### config.mk
export PLATFORM = sky130hd
export DESIGN_NAME = viterbi_frame_ctrl_flat
export DESIGN_NICKNAME = d
export VERILOG_FILES = /design/src/rtl/viterbi_frame_ctrl_if.sv /design/src/rtl/viterbi_frame_ctrl.sv /design/src/flat_wrapper.sv
export SDC_FILE = /design/constraint.sdc
export NUM_CORES = 1
export LEC_CHECK = 0
export BUFFER_PORTS_ARGS = -buffer_cell sky130_fd_sc_hd__buf_2
export CORE_MARGIN = 5
export CORE_UTILIZATION = 37
export DETAILED_ROUTE_END_ITERATION = 10
export SLEW_MARGIN = 25
export SYNTH_ARGS = -nofsm -noshare
export SYNTH_HDL_FRONTEND = slang
export SYNTH_SLANG_ARGS = --single-unit
### constraint.sdc
create_clock -name clk -period 1.8 [get_ports clk]
set_input_delay 0.18 -clock clk [delete_from_list [all_inputs] [get_ports clk]]
set_output_delay 0.18 -clock clk [all_outputs]
set_load 0.03 [all_outputs]
### src/rtl/viterbi_frame_ctrl_if.sv
// rtl/viterbi_frame_ctrl_if.sv - payload byte stream into the frame controller
interface viterbi_frame_ctrl_if;
    logic [7:0] s_data;
    logic       s_valid;
    logic       s_ready;

    modport master (output s_data, output s_valid, input s_ready);
    modport slave  (input s_data, input s_valid, output s_ready);
endinterface

### src/rtl/viterbi_frame_ctrl.sv
// rtl/viterbi_frame_ctrl.sv - frame sequencer feeding the convolutional encoder and checking the Viterbi decoder output
module viterbi_frame_ctrl #(
    parameter int FRAME_BYTES = 16,
    parameter int TAIL_BITS   = 2,
    parameter int DEC_LAT     = 12,
    parameter int ERR_W       = 16
) (
    input  logic                  clk,
    input  logic                  rst,
    input  logic                  start,
    viterbi_frame_ctrl_if.slave   s_if,
    output logic                  enc_bit_o,
    output logic                  enc_en_o,
    input  logic                  dec_bit_i,
    output logic                  busy,
    output logic                  done,
    output logic [15:0]           err_cnt,
    output logic [15:0]           frame_cnt
);
    localparam logic [2:0] ST_IDLE  = 3'd0;
    localparam logic [2:0] ST_LOAD  = 3'd1;
    localparam logic [2:0] ST_SHIFT = 3'd2;
    localparam logic [2:0] ST_TAIL  = 3'd3;
    localparam logic [2:0] ST_DRAIN = 3'd4;
    localparam logic [2:0] ST_DONE  = 3'd5;

    localparam logic [7:0] LAST_BYTE = 8'(FRAME_BYTES);
    localparam logic [3:0] TAIL_LAST = 4'(TAIL_BITS - 1);

    logic [2:0]         state_q, state_d;
    logic [7:0]         byte_q, byte_d;
    logic [7:0]         byte_cnt_q, byte_cnt_d;
    logic [2:0]         bit_idx_q, bit_idx_d;
    logic [3:0]         tail_cnt_q, tail_cnt_d;
    logic [15:0]        frame_q, frame_d;
    logic [ERR_W-1:0]   err_q, err_d;
    logic [DEC_LAT-1:0] chk_q, chk_d;
    logic [DEC_LAT-1:0] bit_q, bit_d;

    logic accept;
    logic clr_err;
    logic mismatch;

    assign enc_en_o  = (state_q == ST_SHIFT) || (state_q == ST_TAIL);
    assign enc_bit_o = (state_q == ST_SHIFT) ? byte_q[bit_idx_q] : 1'b0;
    assign busy      = (state_q != ST_IDLE);
    assign done      = (state_q == ST_DONE);
    assign err_cnt   = 16'(err_q);
    assign frame_cnt = frame_q;

    // A new byte may be taken on the last bit of the current one so the encoder sees no bubble.
    assign s_if.s_ready = (state_q == ST_LOAD) ||
                          ((state_q == ST_SHIFT) && (bit_idx_q == 3'd7) && (byte_cnt_q != LAST_BYTE));
    assign accept = s_if.s_valid && s_if.s_ready;

    always_comb begin
        state_d    = state_q;
        byte_d     = byte_q;
        byte_cnt_d = byte_cnt_q;
        bit_idx_d  = bit_idx_q;
        tail_cnt_d = tail_cnt_q;
        frame_d    = frame_q;
        clr_err    = 1'b0;
        case (state_q)
            ST_IDLE: begin
                if (start) begin
                    clr_err    = 1'b1;
                    byte_cnt_d = 8'd0;
                    bit_idx_d  = 3'd0;
                    tail_cnt_d = 4'd0;
                    state_d    = ST_LOAD;
                end
            end
            ST_LOAD: begin
                if (accept) begin
                    byte_d     = s_if.s_data;
                    byte_cnt_d = byte_cnt_q + 8'd1;
                    bit_idx_d  = 3'd0;
                    state_d    = ST_SHIFT;
                end
            end
            ST_SHIFT: begin
                bit_idx_d = bit_idx_q + 3'd1;
                if (bit_idx_q == 3'd7) begin
                    if (accept) begin
                        byte_d     = s_if.s_data;
                        byte_cnt_d = byte_cnt_q + 8'd1;
                    end else if (byte_cnt_q == LAST_BYTE) begin
                        state_d = (TAIL_BITS == 0) ? ST_DRAIN : ST_TAIL;
                    end else begin
                        state_d = ST_LOAD;
                    end
                end
            end
            ST_TAIL: begin
                tail_cnt_d = tail_cnt_q + 4'd1;
                if (tail_cnt_q == TAIL_LAST) begin
                    state_d = ST_DRAIN;
                end
            end
            ST_DRAIN: begin
                if (!(|chk_q)) begin
                    state_d = ST_DONE;
                end
            end
            ST_DONE: begin
                frame_d = frame_q + 16'd1;
                state_d = ST_IDLE;
            end
            default: state_d = ST_IDLE;
        endcase
    end

    // Stage 0 takes the bit just sent; the top stage lines up with dec_bit_i DEC_LAT cycles later.
    assign chk_d    = (chk_q << 1) | DEC_LAT'(state_q == ST_SHIFT);
    assign bit_d    = (bit_q << 1) | DEC_LAT'(enc_bit_o);
    assign mismatch = chk_q[DEC_LAT-1] && (bit_q[DEC_LAT-1] != dec_bit_i);

    always_comb begin
        err_d = err_q;
        if (clr_err) begin
            err_d = '0;
        end else if (mismatch && (err_q != {ERR_W{1'b1}})) begin
            err_d = err_q + ERR_W'(1);
        end
    end

    always_ff @(posedge clk or negedge rst) begin
        if (!rst) begin
            state_q    <= ST_IDLE;
            byte_q     <= 8'd0;
            byte_cnt_q <= 8'd0;
            bit_idx_q  <= 3'd0;
            tail_cnt_q <= 4'd0;
            frame_q    <= 16'd0;
            err_q      <= '0;
            chk_q      <= '0;
            bit_q      <= '0;
        end else begin
            state_q    <= state_d;
            byte_q     <= byte_d;
            byte_cnt_q <= byte_cnt_d;
            bit_idx_q  <= bit_idx_d;
            tail_cnt_q <= tail_cnt_d;
            frame_q    <= frame_d;
            err_q      <= err_d;
            chk_q      <= chk_d;
            bit_q      <= bit_d;
        end
    end
endmodule

### src/flat_wrapper.sv
// flat-port wrapper written by rule: the top's interface ports become plain ports
module viterbi_frame_ctrl_flat 
#(
    parameter int FRAME_BYTES = 16,
    parameter int TAIL_BITS   = 2,
    parameter int DEC_LAT     = 12,
    parameter int ERR_W       = 16
)
  (clk, rst, start, enc_bit_o, enc_en_o, dec_bit_i, busy, done, err_cnt, frame_cnt, s_if_s_data, s_if_s_valid, s_if_s_ready);
  viterbi_frame_ctrl_if s_if_i ();
  input  logic clk;
  input  logic rst;
  input  logic start;
  output logic enc_bit_o;
  output logic enc_en_o;
  input  logic dec_bit_i;
  output logic busy;
  output logic done;
  output logic [15:0] err_cnt;
  output logic [15:0] frame_cnt;
  input wire logic [$bits(s_if_i.s_data)-1:0] s_if_s_data;
  input wire logic [$bits(s_if_i.s_valid)-1:0] s_if_s_valid;
  output wire logic [$bits(s_if_i.s_ready)-1:0] s_if_s_ready;
  assign s_if_i.s_data = s_if_s_data;
  assign s_if_i.s_valid = s_if_s_valid;
  assign s_if_s_ready = s_if_i.s_ready;
  viterbi_frame_ctrl #(.FRAME_BYTES(FRAME_BYTES), .TAIL_BITS(TAIL_BITS), .DEC_LAT(DEC_LAT), .ERR_W(ERR_W)) u_core (.clk(clk), .rst(rst), .start(start), .s_if(s_if_i), .enc_bit_o(enc_bit_o), .enc_en_o(enc_en_o), .dec_bit_i(dec_bit_i), .busy(busy), .done(done), .err_cnt(err_cnt), .frame_cnt(frame_cnt));
endmodule
Word-level counts from Yosys, hierarchy flattened

Cells that the tools add are included.

Register bits after elaboration: 82

Add/subtract/negate cells: 5
Reductions and logical operators: 19
Muxes and demuxes: 27
Bitwise logic cells: 2
Equality and inequality tests: 17
$lt $le $gt $ge: 1

Operator list:

| cell                                           | count |
|---|---|
| 2-to-1 mux 8 bit                               | 5 |
| adder 16 x 1 -> 16 bit (second input constant) | 2 |
| 2-to-1 mux 16 bit                              | 2 |
| 2-to-1 mux 3 bit                               | 8 |
| bitwise OR 12 x 1 -> 12 bit                    | 2 |
| case mux 8 bit (3 select lines)                | 1 |
| != test 16 bit (second input constant)         | 1 |
| case mux 8 bit (2 select lines)                | 1 |
| case mux 3 bit (5 select lines)                | 1 |
| OR reduction 12 bit                            | 1 |
| != test 2 bit (second input constant)          | 5 |
| == test 3 bit (second input constant)          | 3 |
| case mux 3 bit (3 select lines)                | 1 |
| adder 8 x 1 -> 8 bit (second input constant)   | 1 |
| == test 8 x 5 -> 1 bit (second input constant) | 1 |
| != test 8 x 5 -> 1 bit (second input constant) | 1 |
| case mux 4 bit (2 select lines)                | 1 |
| == test 3 x 2 -> 1 bit (second input constant) | 2 |
| AND reduction 3 bit                            | 2 |
| AND reduction 6 bit                            | 1 |
| nonzero test 2 bit                             | 3 |
| nonzero test 3 bit                             | 2 |
| logical AND 1 bit                              | 5 |
| adder 4 x 1 -> 4 bit (second input constant)   | 1 |
| other kinds (13)                               | 18 |

Depth between registers and ports, before layout

Gate-level depths: netlist (run 1).

Depth after elaboration: 8
Depth in mapped cells: 7
Depth with buffers taken out: 6

Least setup slack after synthesis (run 1)

Ideal clock, no wire load.

Kind: reg-to-reg
Start point: register u_core.bit_idx_q[0]
End point: register u_core.byte_q[0]
Buffers on the path: 1
Library setup time: 0.128 ns
Slack: -0.217 ns
Arrival: 1.889 ns
Stages on the path, launching flop included: 8
Path through: dfrtp_1 > ha_1 > ha_1 > and4bb_2 > a21boi_2 > o21a_1 > buf_4 > mux2_1

Cells in the longest elaborated chain, start to end: 8

Ends and longest elaborated chain:

| item                            | line                                               | text |
|---|---|---|
| start, declared                 | viterbi_frame_ctrl.sv:33                           | `logic [2:0] bit_idx_q, bit_idx_d;` |
| start signal, assigned          | viterbi_frame_ctrl.sv:143                          | `bit_idx_q <= bit_idx_d;` |
| == test 3 bit *                 | viterbi_frame_ctrl.sv:53, viterbi_frame_ctrl.sv:84 |  |
| logical AND 1 bit (2 in series) | viterbi_frame_ctrl.sv:53                           | `((state_q == ST_SHIFT) && (bit_idx_q == 3'd7) && (byte_cnt_q != LAST_BYTE));` |
| logical OR 1 bit                | viterbi_frame_ctrl.sv:52                           | `assign s_if.s_ready = (state_q == ST_LOAD) \|\|` |
| logical AND 1 bit               | viterbi_frame_ctrl.sv:54                           | `assign accept = s_if.s_valid && s_if.s_ready;` |
| 2-to-1 mux 8 bit (2 in series)  | -                                                  |  |
| case mux 8 bit (2 select lines) | -                                                  |  |
| end signal, assigned            | viterbi_frame_ctrl.sv:141                          | `byte_q <= byte_d;` |
| end, declared                   | viterbi_frame_ctrl.sv:31                           | `logic [7:0] byte_q, byte_d;` |

Every way passes the cells marked *; elsewhere a longest branch is shown, timed or not. The select of a mux whose other input is x is not followed.
A chain may end at the register's enable or synchronous reset.

Final worst setup path (run 1)

Start point: register u_core.bit_idx_q[0]
End point: output s_if_s_ready

Cells in the longest elaborated chain, start to end: 4

Ends and longest elaborated chain:

| item                            | line                     | text |
|---|---|---|
| == test 3 bit                   | viterbi_frame_ctrl.sv:53 |  |
| logical AND 1 bit (2 in series) | viterbi_frame_ctrl.sv:53 |  |
| logical OR 1 bit                | viterbi_frame_ctrl.sv:52 |  |
| end, declared                   | flat_wrapper.sv:23       | `output wire logic [$bits(s_if_i.s_ready)-1:0] s_if_s_ready;` |

Every way passes these cells.

==> metrics, run 1 <==
leading cell type in the layout, fill and taps excluded dfrtp_1; most frequent cells in the layout dfrtp_1, buf_2, buf_4; CTS tree done; buffers added on ports 49; pin count of the biggest net entering global routing 49; RSZ-0062 raised after global routing yes; share of post-route cells with drive strength above 1 34.2%; HPWL after DPL 5600 um; syn_nets 348; wire length of the first global-routing pass 14000 um; Worst setup EP type primary output; CP startpoint kind flop; Initial DRT Pass Iterations 4; cells after synthesis 327; status finished with violations; Leak 2.31 nW; Reg clk slew, reported paths 80 ps; asr flop ratio synth 100%; max_slew headroom 72.9%; layout net count 440; # DRC 0; fin crit period 2130 ps; Die Ht 111 um; Syn Std Cell Area 0.00379 mm2; Pwr Density 1240 mW/mm2; Initial DRC Count 128; die width 111 um; WP data required 1620 ps; Distinct cells, synth 56; drt wl/cell 14.3 um; # H-tree levels 3; DRT antenna net count 0; Worst Max-Slew Pin Slew 402 ps; total die area 0.0124 mm2; final hold slack 64.3 ps; CTS Sinks 82; Ports 50; Final Hold Viols 0; Synth Area per Inst 11.6 um2; detailed-route wire length 8030 um; number of synthesized flops with an enable pin 0; Fin Setup TNS -3490 ps; Max Fanout on Critical Path 3; f_max 471 MHz; WS Path Type flop to primary output; Max Clock Skew 14.5 ps; worst-case clock buffer depth 2; Final Cycle Share 118%; Max-cap violations 0; GRT Residual Overflow 0; CTS buffer count 9; overall routing resource usage 13.6%; Synthesis Warnings 0; Core Area 0.0101 mm2; number of setup violations in the final report 13; gpl congestion 0.816; Ant. Diodes 0; Area growth syn-to-layout 26.9%; setup ws final -325 ps; FP Rows 37; data arrival time of the worst path 1950 ps; worst IR drop on VDD 0.626 mV; DR vias/cell 5.04; vias 2823; Yosys reg bits 82; post-synthesis sequential area ratio 54.2%; antenna violations before repair 0; vias in the first global route 2909; initial core utilization 37.4%; ys flop type dfrtp_1; root buf cell clkbuf_8; worst min-delay path category input pin to flop; failing checks negative setup slack; Tot Pwr 5.96 mW; Skew-Pair Late Insertion Delay 350 ps; max-slew violations 0
-- through the flow --
| step | cells | worst slack [ps] | util, % | cell area, um2 |
|---|---|---|---|---|
| 5_1_grt | 560 | -407 | 47.4 | 4810 |
| 3_3_place_gp | 531 | -153 | 43.5 | 4410 |
| 4_1_cts | 556 | -356 | 46.6 | 4730 |
| 6_report | 560 | -325 | 47.4 | 4810 |
| 3_5_place_dp | 531 | -211 | 43.5 | 4410 |
| 2_1_floorplan | 327 | -155 | - | 3810 |
-- worst paths after layout --
path,start,end,slack (ps),cells after the start
setup / recovery,u_core.bit_idx_q[0],s_if_s_ready,-330,7
hold / removal,s_if_s_data[4],u_core.byte_q[4],60,2
setup reg to reg,u_core.bit_idx_q[0],u_core.byte_q[1],-320,9
hold reg to reg,u_core.bit_q[8],u_core.bit_q[9],350,0
max in group asynchronous,rst,u_core.byte_q[1],1030,3
min in group asynchronous,rst,u_core.err_cnt[1],210,2
-- critical path, cell delays in order (launching register included) --
cell and delay [ps]:
dfrtp_1 390, ha_2 190, ha_4 150, and4bb_2 230, a21boi_4 140, buf_6 130
or2_4 220, buf_6 140
-- state kept, by name, indices dropped and copies added (netlist names) --
| signal | cells |
|---|---|
| u_core.err_cnt | 16 |
| u_core.bit_q | 12 |
| u_core.byte_q | 8 |
| u_core.chk_q | 12 |
| u_core.state_q | 3 |
| u_core.bit_idx_q | 3 |
| u_core.frame_cnt | 16 |
| u_core.tail_cnt_q | 4 |
| u_core.byte_cnt_q | 8 |
-- what timing repair did --
item | CTS | global route
gates resized for setup | 12 | 14
buffers inserted | 8 | 5
gates cloned | 1 | 0
hold buffers | 1 | 0
pin swaps | 3 | 2
hold endpoints to repair | 77 | 0
setup endpoints to repair | 15 | 24
-- synthesized netlist by cell type (all sizes together), types with 3 or more instances --
| master | count | area, um2 |
|---|---|---|
| a2111o | 3 | 33.8 |
| o211ai | 3 | 22.5 |
| a211oi | 5 | 42.5 |
| or4 | 6 | 45.0 |
| nand2b | 3 | 18.8 |
| o41ai | 3 | 26.3 |
| and4 | 5 | 43.8 |
| a22o | 3 | 26.3 |
| o21ai | 17 | 85.1 |
| nor3 | 4 | 31.3 |
| inv | 10 | 37.5 |
| xnor2 | 13 | 114 |
| nor2b | 3 | 18.8 |
| buf | 6 | 47.5 |
| nand4 | 8 | 50.1 |
| mux2 | 10 | 113 |
| nor4 | 6 | 37.5 |
| nand3 | 19 | 95.1 |
| dfrtp | 82 | 2050 |
| ha | 8 | 100 |
| nor2 | 8 | 30.0 |
| mux2i | 9 | 90.1 |
| nand2 | 27 | 101 |
| xor2 | 6 | 60.1 |
| clkbuf | 7 | 30.0 |
| o31ai | 5 | 37.5 |
| or2 | 4 | 25.0 |
| and3 | 7 | 45.1 |
| a21oi | 13 | 65.1 |
| and2 | 3 | 18.8 |
-- logic make-up (layout without fill, tap and decap cells) --
kind of cell | Yosys count | count (layout) | synth area share, %
AOI/OAI and AO/OA | 61 | 62 | 11.0
xor gates and xnor gates | 19 | 19 | 4.59
adders and majority gates | 8 | 8 | 2.64
buffers and inverters | 23 | 119 | 3.04
DFF | 82 | 82 | 54.2
muxes | 21 | 21 | 6.54
and+or+nand+nor | 113 | 113 | 18.0
-- report_power, final --
| group | total, mW | switching [mW] | internal [mW] |
|---|---|---|---|
| Sequential | 2.63 | 0.315 | 2.31 |
| Clock | 1.30 | 0.674 | 0.622 |
| Combinational | 2.04 | 1.04 | 0.996 |
-- final cells by class --
cell class / instances / area [um2]
inverter: 10 / 37.5
clock inverter: 4 / 32.5
sequential: 82 / 2060
multi-input combinational: 223 / 1720
tap: 136 / 170
fill: 942 / 5330
timing repair buffer: 93 / 626
clock buffer: 12 / 165
-- layer usage --
metal / wire length, um / track usage, % / up-vias
met5: 0 / 0 / -
met4: 89 / 4.14 / 0
met3: 358 / 3.98 / 8
met2: 3920 / 22.6 / 52
met1: 3660 / 17.2 / 1376
li1: - / - / 1387
Power figures use the tool's default switching activity.
==> run 2, diff against run 1 <==
CORE_UTILIZATION = 52   (was 37)
PLACE_DENSITY = 0.76   (was not set)
==> run 2 against run 1 <==
Effect of this change:
- the flow still finishes with violations (negative setup slack)
- power is 4.6% higher
- cell count decreased by 8.6%
- global-route usage rose by 4.2 points
- critical endpoint unchanged
- highest routed layer unchanged
==> metrics, run 2 (same netlist as run 1, synthesis figures left out) <==
worst r2r path cells 7 (-2); Core Area 0.00718 mm2 (-29%); Final Hold Viols 0 (unchanged); final std cells w/o fill 512 (-8.6%); worst r2r dst u_core.byte_q[0]; worst min-delay path category input pin to flop; layout net count 429 (-2.5%); footprint of the multi-input gates 0.00177 mm2 (+2.8%); RSZ-0062 raised after global routing yes; Reg clk slew, reported paths 80 ps (about the same); DRT antenna net count 0 (unchanged); Pwr Density 1310 mW/mm2 (+5.7%); DR vias/cell 5.58 (+11%); Final Cycle Share 119% (+0.57 points); Worst setup EP type primary output; failing checks negative setup slack; f_max 468 MHz (-0.48%); root buf cell clkbuf_8; vias 2858 (+1.2%); WP data required 1620 ps (about the same); share of post-route cells with drive strength above 1 32.9% (-1.3 points); WS Path Type flop to primary output; Initial DRT Pass Iterations 4 (unchanged); Initial DRC Count 131 (+2.3%); total die area 0.00909 mm2 (-26%); max-slew violations 0 (unchanged); flop2flop setup slack -140 ps (+180 ps); FP Rows 31 (-16%); most frequent cells in the layout dfrtp_1, buf_2, buf_4; wire length of the first global-routing pass 12700 um (-9.2%); CTS buffer count 9 (unchanged); setup ws final -336 ps (-10.2 ps); hold depth 2 (unchanged); drt wl/cell 15.2 um (+6.2%); worst-case clock buffer depth 2 (unchanged); Skew-Pair Late Insertion Delay 350 ps (about the same); Area growth syn-to-layout 25.6%; data arrival time of the worst path 1960 ps (about the same); overall routing resource usage 17.8% (+4.2 points); Max Clock Skew 10.8 ps (-3.71 ps); status finished with violations; gpl congestion 0.846 (+3.8%); Ant. Diodes 0 (unchanged); Max-cap violations 0 (unchanged); # H-tree levels 3 (unchanged); # DRC 0 (unchanged); Max Fanout on Critical Path 2 (-1); Post-Place Worst Slack -239 ps (-28.0 ps); hold endpoint u_core.byte_q[7]; worst flop-to-flop path startpoint u_core.bit_idx_q[1]; antenna violations before repair 0 (unchanged); Leak 2.27 nW (-1.5%); buffers added on ports 49 (unchanged); Ports 50 (unchanged); pin count of the biggest net entering global routing 83 (+69%); die width 95.4 um (-14%); register area 0.00206 mm2 (unchanged); Fillers 530 (-44%); worst IR drop on VDD 0.780 mV (+25%); Worst Max-Slew Pin Slew 427 ps (+25.5 ps); hold_sp s_if_s_data[7]; fin crit period 2140 ps (+10.2 ps); number of setup violations in the final report 12 (-1); CP startpoint kind flop; dpl cells 488 (-8.1%); Die Ht 95.4 um (-14%); GRT Residual Overflow 0 (unchanged); CTS Sinks 82 (unchanged); CTS tree done; leading cell type in the layout, fill and taps excluded dfrtp_1; initial core utilization 52.8% (+15 points); detailed-route wire length 7800 um (-2.9%); HPWL after DPL 5270 um (-5.9%); vias in the first global route 2733 (-6.1%); max_slew headroom 71.5% (-1.4 points)
run 2: worst max-delay path by stage:
stage,startpoint,endpoint,cells after the start
2_1_floorplan,u_core.bit_idx_q[0],u_core.byte_q[0],7
3_3_place_gp,u_core.bit_idx_q[1],u_core.byte_q[1],6
3_5_place_dp,u_core.bit_idx_q[0],u_core.byte_q[3],6
4_1_cts,u_core.bit_idx_q[0],s_if_s_ready,7
5_1_grt,u_core.bit_idx_q[1],s_if_s_ready,7
6_report,u_core.bit_idx_q[1],s_if_s_ready,7
run 2: metal layers:
| layer | global-route usage, % | vias to the layer above | share of wire, % |
|---|---|---|---|
| li1 | - | 1366 | - |
| met1 | 24.1 | 1406 | 45 |
| met2 | 28.5 | 80 | 49 |
| met3 | 3.55 | 6 | 6.0 |
| met4 | 6.49 | 0 | 0.54 |
| met5 | 0 | - | 0 |
run 2: layout make-up:
| class | instances | share of cell area [%] |
|---|---|---|
| well taps | 99 | 2.60 |
| clock buffers | 9 | 2.60 |
| flip-flops and latches | 82 | 43.2 |
| repair buffers | 82 | 11.0 |
| multi-input cells | 223 | 37.2 |
| inverters | 10 | 0.789 |
| clock inverters | 7 | 2.60 |
run 2: metrics by stage:
step	total power [mW]	hold slack, ps	TNS (ps)	util, %	area (um2)
4_1_cts	6.07	35.4	-1340	64.4	4620
3_5_place_dp	4.36	241	-2070	60.0	4310
5_1_grt	6.60	41.9	-2460	66.3	4760
3_3_place_gp	4.28	240	-1210	60.0	4310
6_report	6.23	47.7	-1710	66.3	4760
2_1_floorplan	3.77	-116	-1330	-	3810
run 2: worst max-delay path, cell delays in order (launching register included):
cell and delay [ps]:
dfrtp_1 420, ha_4 180, ha_4 150, and4bb_2 230
a21boi_4 140, buf_6 120, or2_4 220, buf_6 140
run 2: what timing repair did:
action	4_1_cts	5_1_grt
setup buffers	4	4
resized for setup	9	21
pin swaps	3	4
hold buffers	1	0
endpoints found under the hold margin	82	0
gates cloned	0	1
setup endpoints to repair	13	29
run 2: where the power goes:
| group | internal [mW] | switching [mW] | total, mW |
|---|---|---|---|
| Sequential | 2.31 | 0.313 | 2.62 |
| Combinational | 0.907 | 1.07 | 1.98 |
| Clock | 0.936 | 0.695 | 1.63 |
